--- config.mk ---
export PLATFORM = sky130hd
export DESIGN_NAME = closest_hit_scheduler
export DESIGN_NICKNAME = d
export VERILOG_FILES = /design/src/rtl/closest_hit_scheduler.sv
export SDC_FILE = /design/constraint.sdc
export NUM_CORES = 1
export LEC_CHECK = 0
export CAP_MARGIN = 10
export CORE_AREA = 4 4 417 419
export DETAILED_ROUTE_END_ITERATION = 8
export DIE_AREA = 0 0 421 423
export SLEW_MARGIN = 20
export SYNTH_ARGS = -nofsm -noshare
export SYNTH_HDL_FRONTEND = slang
export SYNTH_SLANG_ARGS = --single-unit
--- constraint.sdc ---
create_clock -name clk -period 7.9 [get_ports clk]
set_input_delay 1.58 -clock clk [delete_from_list [all_inputs] [get_ports clk]]
set_output_delay 1.58 -clock clk [all_outputs]
set_load 0.02 [all_outputs]
--- src/rtl/closest_hit_scheduler.sv ---
// Closest-hit scheduler: streams a triangle list through an external intersection
// unit for one ray and keeps the nearest strictly-positive hit.
// state  | meaning
// IDLE   | waiting for start (ignored while done is still high)
// FETCH  | trig_rd strobe for triangle idx
// LOAD   | capture vertices into ix_v1..ix_v3
// LAUNCH | ix_start pulse, arm timeout counter
// WAIT   | wait for ix_ready or timeout expiry
// UPDATE | closest-hit compare, advance idx
// DONE   | publish hit_t; done pulses on the following cycle
module closest_hit_scheduler #(
  parameter int         TRIG_AW  = 8,
  parameter int         TIMEOUT  = 1024,
  parameter logic [1:0] HIT_CODE = 2'd1
) (
  input  logic                 clk,
  input  logic                 rst_n,
  input  logic                 start,
  input  logic [191:0]         ray_in,
  input  logic [TRIG_AW:0]     trig_count,
  output logic                 trig_rd,
  output logic [TRIG_AW-1:0]   trig_addr,
  input  logic [287:0]         trig_data,
  output logic                 ix_start,
  output logic [191:0]         ix_ray,
  output logic [95:0]          ix_v1,
  output logic [95:0]          ix_v2,
  output logic [95:0]          ix_v3,
  input  logic                 ix_ready,
  input  logic [31:0]          ix_t,
  input  logic [1:0]           ix_code,
  output logic                 busy,
  output logic                 done,
  output logic                 hit,
  output logic [31:0]          hit_t,
  output logic [TRIG_AW-1:0]   hit_index,
  output logic                 err
);

  localparam int          CW    = $clog2(TIMEOUT + 1);
  localparam logic [31:0] T_MAX = 32'h7FFF_FFFF;

  typedef enum logic [2:0] {
    S_IDLE, S_FETCH, S_LOAD, S_LAUNCH, S_WAIT, S_UPDATE, S_DONE
  } state_t;

  state_t             state, state_nxt;
  logic [TRIG_AW-1:0] idx;
  logic [TRIG_AW:0]   count_q;
  logic [31:0]        best_t;
  logic [31:0]        cand_t;
  logic [1:0]         cand_code;
  logic               cand_valid;
  logic [CW-1:0]      tmo_cnt;
  logic               accept;
  logic               last_tri;
  logic               cand_hit;

  assign accept    = start && !done;
  assign last_tri  = ({1'b0, idx} == count_q - (TRIG_AW+1)'(1));
  assign trig_addr = idx;
  // A timed-out triangle leaves cand_valid low and can never win.
  assign cand_hit  = cand_valid && (cand_code == HIT_CODE) &&
                     ($signed(cand_t) > 32'sd0) && ($signed(cand_t) < $signed(best_t));

  always_ff @(posedge clk or negedge rst_n) begin
    if (!rst_n) state <= S_IDLE;
    else        state <= state_nxt;
  end

  always_comb begin
    state_nxt = state;
    trig_rd   = 1'b0;
    ix_start  = 1'b0;
    busy      = (state != S_IDLE) || done;
    unique case (state)
      S_IDLE:   if (accept) state_nxt = (trig_count == '0) ? S_DONE : S_FETCH;
      S_FETCH:  begin trig_rd = 1'b1; state_nxt = S_LOAD; end
      S_LOAD:   state_nxt = S_LAUNCH;
      S_LAUNCH: begin ix_start = 1'b1; state_nxt = S_WAIT; end
      S_WAIT:   if (ix_ready || tmo_cnt == '0) state_nxt = S_UPDATE;
      S_UPDATE: state_nxt = last_tri ? S_DONE : S_FETCH;
      S_DONE:   state_nxt = S_IDLE;
      default:  state_nxt = S_IDLE;
    endcase
  end

  always_ff @(posedge clk or negedge rst_n) begin
    if (!rst_n) begin
      idx        <= '0;
      count_q    <= '0;
      best_t     <= T_MAX;
      cand_t     <= '0;
      cand_code  <= '0;
      cand_valid <= 1'b0;
      tmo_cnt    <= '0;
      ix_ray     <= '0;
      ix_v1      <= '0;
      ix_v2      <= '0;
      ix_v3      <= '0;
      done       <= 1'b0;
      hit        <= 1'b0;
      hit_t      <= T_MAX;
      hit_index  <= '0;
      err        <= 1'b0;
    end else begin
      done <= (state == S_DONE);
      case (state)
        S_IDLE: if (accept) begin
          ix_ray  <= ray_in;
          count_q <= trig_count;
          idx     <= '0;
          best_t  <= T_MAX;
          hit     <= 1'b0;
          err     <= 1'b0;
        end
        S_LOAD:   {ix_v1, ix_v2, ix_v3} <= trig_data;
        S_LAUNCH: tmo_cnt <= CW'(TIMEOUT - 1);
        S_WAIT: begin
          if (ix_ready) begin
            cand_t     <= ix_t;
            cand_code  <= ix_code;
            cand_valid <= 1'b1;
          end else if (tmo_cnt == '0) begin
            cand_valid <= 1'b0;
            err        <= 1'b1;
          end else begin
            tmo_cnt <= tmo_cnt - CW'(1);
          end
        end
        S_UPDATE: begin
          if (cand_hit) begin
            best_t    <= cand_t;
            hit_index <= idx;
            hit       <= 1'b1;
          end
          if (!last_tri) idx <= idx + TRIG_AW'(1);
        end
        S_DONE:   hit_t <= best_t;
        default: ;
      endcase
    end
  end

endmodule

==> results of run 1 <==
where the power goes:
part           switching [W]  internal, W  total [W]
clock                0.00162      0.00219    0.00381
sequential           0.00100      0.00474    0.00574
combinational        0.00509      0.00417    0.00926
state kept, by name, indices dropped and copies added (netlist names):
name and flops:
ix_ray 192, ix_v1 96, ix_v2 96, ix_v3 96
best_t 32, cand_t 32, hit_t 32, tmo_cnt 11
count_q 9, hit_index 8, trig_addr 8, state 3
cand_code 2, cand_valid 1, done 1, err 1
hit 1
how the worst min path moves through the flow:
stage | from | slack (ns) | to | depth (start not counted)
final | ix_ray[175] | 0.47 | ix_ray[175] | 2
after global routing | ix_ray[89] | 0.48 | ix_ray[89] | 2
after CTS | ix_ray[136] | 0.48 | ix_ray[136] | 2
after detailed placement | ix_ray[70] | 0.46 | ix_ray[70] | 2
after global placement | ix_ray[166] | 0.46 | ix_ray[166] | 2
after floorplan | cand_valid | 0.45 | cand_valid | 1
synth_stat cells, types with 14 or more instances:
cell type	n
o21ai_0	45
clkbuf_1	103
nor4_1	18
nor3b_1	41
buf_2	46
or3_1	33
o211ai_1	43
nand2_1	705
xnor2_1	14
inv_1	44
a21oi_1	58
o2111ai_1	31
mux2_2	323
nand3b_1	40
nor2_1	46
dfrtp_1	559
a21o_1	34
dfstp_2	62
ha_1	34
metal layers:
metal	wire, um	GRT usage
met1	56240	0.1877
met2	65560	0.2448
met3	15840	0.06789
met4	3950	0.04702
met5	353	0
cells in the final DEF, fill, tap and decap left out, types with 40 or more instances in the layout:
master,Yosys,routed
a21oi_1,58,58
clkbuf_16,0,82
clkdlybuf4s50_1,0,1059
dfrtp_1,559,559
dfstp_2,62,62
inv_1,44,44
mux2_2,323,323
nand2_1,705,704
nand3b_1,40,40
nor2_1,46,45
nor3b_1,41,41
o211ai_1,43,43
o21ai_0,45,44
cell families (layout without fill, tap and decap cells):
family                     after synthesis  count (layout)
and+or+nand+nor                        947             947
DFF                                    621             621
muxes                                  324             324
AOI/OAI and AO/OA                      245             245
buffers and inverters                  199            1281
adders and majority gates               34              34
xor gates and xnor gates                17              17
other                                    0              39
critical path, delay by kind of cell (launching register included):
kind	cells	cell delay, ns
buffers and inverters	2	0.77
DFF	1	0.58
and+or+nand+nor	2	0.51
per-stage QoR:
stage                     setup WS, ns  instances  power, W
after floorplan                  4.869       2387   0.01041
after global placement           3.742       5550   0.01501
after detailed placement         3.643       5550   0.01514
after CTS                        3.674       5701   0.01911
after global routing             3.566       5709   0.01985
final                            3.765       5741   0.01881
area by class of cell:
cell class / instances / area share
inverters: 45 / 0.003980
diodes: 39 / 0.002300
multi-input cells: 1567 / 0.2382
repair buffers: 1085 / 0.2566
clock buffers: 117 / 0.05593
well taps: 2233 / 0.06584
clock inverters: 34 / 0.009081
flip-flops and latches: 621 / 0.3680
==> results.json, run 1 <==
{
  "ios": 1061,
  "die-width_um": 421,
  "r2r-start": "best_t[2]",
  "drt.antenna.violating_nets": 0,
  "finalHoldViolCount": 0,
  "cp-start-kind": "register",
  "rsz0062_at_grt": "no",
  "floorplan.initialDensity": 0.1554,
  "layout_min_cycle_time_ns": 4.135,
  "critPathKind": "reg -> out",
  "drtIter0Drc": 1707,
  "synth_edf_count": 0,
  "final_util": 0.2488,
  "grtUsageTotal": 0.1541,
  "synthMuxAreaShare": 0.1376,
  "critPathSlowestCell": "clkdlybuf4s50_1",
  "grt_antenna_before_repair": 125,
  "htreeDepth": 3,
  "dpl_cell_area_um2": 39550,
  "r2r_cells": 11,
  "ir_worst_vdd_uv": 269.5,
  "cp_data_required_time_ns": 6.32,
  "yosysTopAreaCellShare": 0.5276,
  "cp_slowest_stage_delay_ns": 0.64,
  "syn_to_final_growth_pct": 60.06,
  "worst_clock_skew_ns": 0.05162,
  "wl_per_cell_um": 24.72,
  "status": "complete, no violations",
  "die-area_um2": 178100,
  "period_share": 0.5234,
  "clock_path_buffers": 3,
  "crit_chain": "nand2_1 -> or2_2 -> inv_1 -> clkdlybuf4s50_1",
  "ff_latch_area_um2": 15620,
  "maxSlewHeadroom": 0.2386,
  "die_y_um": 423,
  "insertion_delay_ns": 0.72,
  "synth_nets": 2948,
  "max_freq_ghz": 0.2418,
  "avgSynthCellArea_um2": 11.11,
  "post_cts_resize_count": 0,
  "synth_top_cell_by_area": "dfrtp_1",
  "timing.hold.ws_ns": 0.4700,
  "grt_max_degree": 162,
  "vias": 22790,
  "synth_area_leaders": "dfrtp_1, mux2_2, nand2_1, dfstp_2, ha_1",
  "powerDensity_nw_per_um2": 443.4,
  "synth-async-reset-ratio": 1.000,
  "clockRootBuffer": "clkbuf_16",
  "worstMarginPinSlew_ns": 1.142,
  "postCtsSetupRepairBufs": 0,
  "tns_ns": 0,
  "drc_errors": 0,
  "cp_max_fo": 14,
  "tritoncts": "built",
  "synth_top_family_by_area": "simple AND/OR/NAND/NOR gates",
  "synth_area_um2": 26510,
  "nFillCells": 17910,
  "grt_pass1_wl_um": 193200,
  "gp_congestion": 0.8829,
  "hold_buffers": 0,
  "grt_pass1_vias": 23070,
  "drt-pass1-iter-count": 5,
  "ys_seq_area_frac": 0.5891,
  "postLayoutCellArea_um2": 42440,
  "cap_violations": 0,
  "arrival_ns": 2.56,
  "synth_seq_cells": 621,
  "synth_flop_cell": "dfrtp_1",
  "clk_pin_slew_worst_paths_ns": 0.06,
  "multi_input_area_um2": 10110,
  "timing.rr.end": "hit",
  "fp-row-count": 152,
  "yosysWarnings": 0,
  "io_buffers": 1060,
  "place_hpwl_um": 112700,
  "endpoint_kind": "output pin",
  "totalWireLength_um": 141900,
  "ff2ff_setup_slack_ns": 4.08,
  "ys_types": 62,
  "finalSetupViolCount": 0,
  "synth-xor-area-share": 0.005616,
  "p_leak_nw": 17.44,
  "cts-buffers-inserted": 81,
  "vias_per_cell": 3.969,
  "coreArea_um2": 170600,
  "slew_viol_final": 0,
  "drive_gt1_frac": 0.1623,
  "clock_sinks": 621,
  "syn_inst": 2387,
  "nets": 3962,
  "synth_fa_ha_area_frac": 0.01605,
  "overflow": 0,
  "synthSimpleGateAreaFrac": 0.1573,
  "holdCritPathClass": "reg -> reg",
  "cp-startpoint": "state[0]",
  "synth_compound_area_frac": 0.06300,
  "crit_path_end": "ix_start"
}
(Power assumes the default switching activity.)
==> run 2, diff against run 1 <==
==> constraint.sdc (replaced) <==
create_clock -name clk -period 3.4 [get_ports clk]
set_input_delay 0.68 -clock clk [delete_from_list [all_inputs] [get_ports clk]]
set_output_delay 0.68 -clock clk [all_outputs]
set_load 0.02 [all_outputs]
==> run 2 against run 1 <==
Routed wire length is 1.2% higher. Worst hold slack worse by 0.0011 ns. Sequential share of layout area is 0.35 points lower. Non-clock buffer count is 37 higher. Largest power group unchanged. Utilization is 0.24 points higher. First-iteration DRC count is 9.3% lower.
==> results.json, run 2 (same netlist as run 1, synthesis figures left out) <==
{
  "ir_worst_vdd_uv": 462.4,
  "drive_gt1_frac": 0.1694,
  "r2r-start": "best_t[7]",
  "grt_antenna_before_repair": 143,
  "tns_ns": 0,
  "timing.hold.ws_ns": 0.4688,
  "place_hpwl_um": 115700,
  "clock_path_buffers": 3,
  "layout_min_cycle_time_ns": 3.121,
  "drc_errors": 0,
  "io_buffers": 1060,
  "grt_pass1_vias": 23210,
  "gp_congestion": 0.9041,
  "ff_latch_area_um2": 15620,
  "overflow": 0,
  "clock_sinks": 621,
  "cts-buffers-inserted": 77,
  "multi_input_area_um2": 10110,
  "period_share": 0.9178,
  "clockRootBuffer": "clkbuf_16",
  "vias": 22840,
  "drtIter0Drc": 1548,
  "powerDensity_nw_per_um2": 1018,
  "p_leak_nw": 17.64,
  "crit_path_end": "ix_start",
  "cp-startpoint": "state[1]",
  "dpl_cell_area_um2": 40010,
  "die_y_um": 423,
  "vias_per_cell": 3.952,
  "largest_reg_flops": 192,
  "cp_data_required_time_ns": 2.72,
  "worst_clock_skew_ns": 0.03783,
  "wl_per_cell_um": 24.84,
  "postLayoutCellArea_um2": 42850,
  "cap_violations": 0,
  "regMostFlops": "ix_ray",
  "crit_chain": "nand2_1 -> or2_2 -> inv_1 -> clkdlybuf4s50_1",
  "slew_viol_final": 0,
  "status": "complete, no violations",
  "cp_slowest_stage_delay_ns": 0.63,
  "critPathSlowestCell": "clkdlybuf4s50_1",
  "critPathKind": "reg -> out",
  "htreeDepth": 3,
  "endpoint_kind": "output pin",
  "grt_pass1_wl_um": 195300,
  "cp-start-kind": "register",
  "drt-pass1-iter-count": 5,
  "floorplan.initialDensity": 0.1554,
  "r2r_cells": 9,
  "ios": 1061,
  "fp-row-count": 152,
  "nFillCells": 17920,
  "insertion_delay_ns": 0.71,
  "tritoncts": "built",
  "nets": 3995,
  "coreArea_um2": 170600,
  "clk_pin_slew_worst_paths_ns": 0.05,
  "final_cell_mix": "clkdlybuf4s50_1, nand2_1, dfrtp_1",
  "grt_max_degree": 159,
  "max_freq_ghz": 0.3205,
  "holdCritPathClass": "reg -> reg",
  "syn_to_final_growth_pct": 61.61,
  "die-area_um2": 178100,
  "timing.rr.end": "best_t[11]",
  "totalWireLength_um": 143600,
  "worstMarginPinSlew_ns": 0.9163,
  "final_common_cell": "clkdlybuf4s50_1",
  "rsz0062_at_grt": "no",
  "ff2ff_setup_slack_ns": 0.36,
  "power_w": 0.04361,
  "finalSetupViolCount": 0,
  "grtUsageTotal": 0.1566,
  "finalHoldViolCount": 0,
  "arrival_ns": 2.44,
  "die-width_um": 421,
  "drt.antenna.violating_nets": 0,
  "cp_max_fo": 11,
  "maxSlewHeadroom": 0.3892
}
run 2: cell count changes in the layout (fill, tap and decap cells not counted), moves of 3 or more:
cell,change
clkinv_2,-3
buf_12,+15
clkbuf_16,-5
diode_2,+14
bufinv_16,+4
buf_4,+23
clkinv_4,-6
run 2: routing by layer:
layer	global-route usage	vias up	part of all wire
met5	0	-	0.0036
met1	0.1802	11270	0.39
met2	0.2291	912	0.44
met4	0.08223	84	0.043
li1	-	10310	-
met3	0.09072	273	0.12
run 2: layout make-up:
cell class / count / share of cell area
clock inverters: 29 / 0.01043
diodes: 53 / 0.003095
clock buffers: 110 / 0.05230
well taps: 2233 / 0.06521
repair buffers: 1122 / 0.2645
flip-flops and latches: 621 / 0.3645
multi-input cells: 1567 / 0.2360
inverters: 45 / 0.003942
run 2: through the flow:
stage          setup WS (ns)  instances  utilization
4_1_cts               0.1023       5727       0.2504
2_1_floorplan         0.7594       2387            -
3_3_place_gp          0.1904       5587       0.2345
3_5_place_dp          0.1797       5587       0.2345
5_1_grt              0.07494       5752       0.2507
6_report              0.2794       5780       0.2512
run 2: critical path, delay by kind of cell, from the launching register on:
kind	cells	cell delay [ns]
buffers and inverters	2	0.75
flip-flops	1	0.51
AND/OR/NAND/NOR	2	0.51
run 2: power by group:
group | internal [W] | leakage (nW) | switching (W)
clock | 0.00511 | 1.32 | 0.00358
combinational | 0.00988 | 8.95 | 0.0118
sequential | 0.0110 | 7.38 | 0.00221
run 2: what timing repair did:
item | 4_1_cts | 5_1_grt
buffers inserted | 0 | 0
gates resized for setup | 0 | 2
hold buffers | 1 | 0
setup endpoints to repair | 0 | 11
endpoints found under the hold margin | 39 | 0
run 2: worst min path at each step:
stage	from	to	slack, ns	cells after the start
floorplan	rst_n	best_t[31]	0.38	0
global placement	ix_ray[119]	ix_ray[119]	0.46	2
detailed placement	ix_ray[72]	ix_ray[72]	0.46	2
CTS	ray_in[75]	ix_ray[75]	0.40	3
global route	ray_in[146]	ix_ray[146]	0.43	3
finish	ix_ray[23]	ix_ray[23]	0.47	2
==> run 3, diff against run 2 <==
--- a/config.mk
+++ b/config.mk
@@ -9,7 +9,7 @@
 export CORE_AREA = 4 4 417 419
 export DETAILED_ROUTE_END_ITERATION = 8
 export DIE_AREA = 0 0 421 423
-export SLEW_MARGIN = 20
+export SLEW_MARGIN = 10
 export SYNTH_ARGS = -nofsm -noshare
 export SYNTH_HDL_FRONTEND = slang
 export SYNTH_SLANG_ARGS = --single-unit
==> results of run 3 <==
Final layout, timing and power as in run 2 (identical DEF).
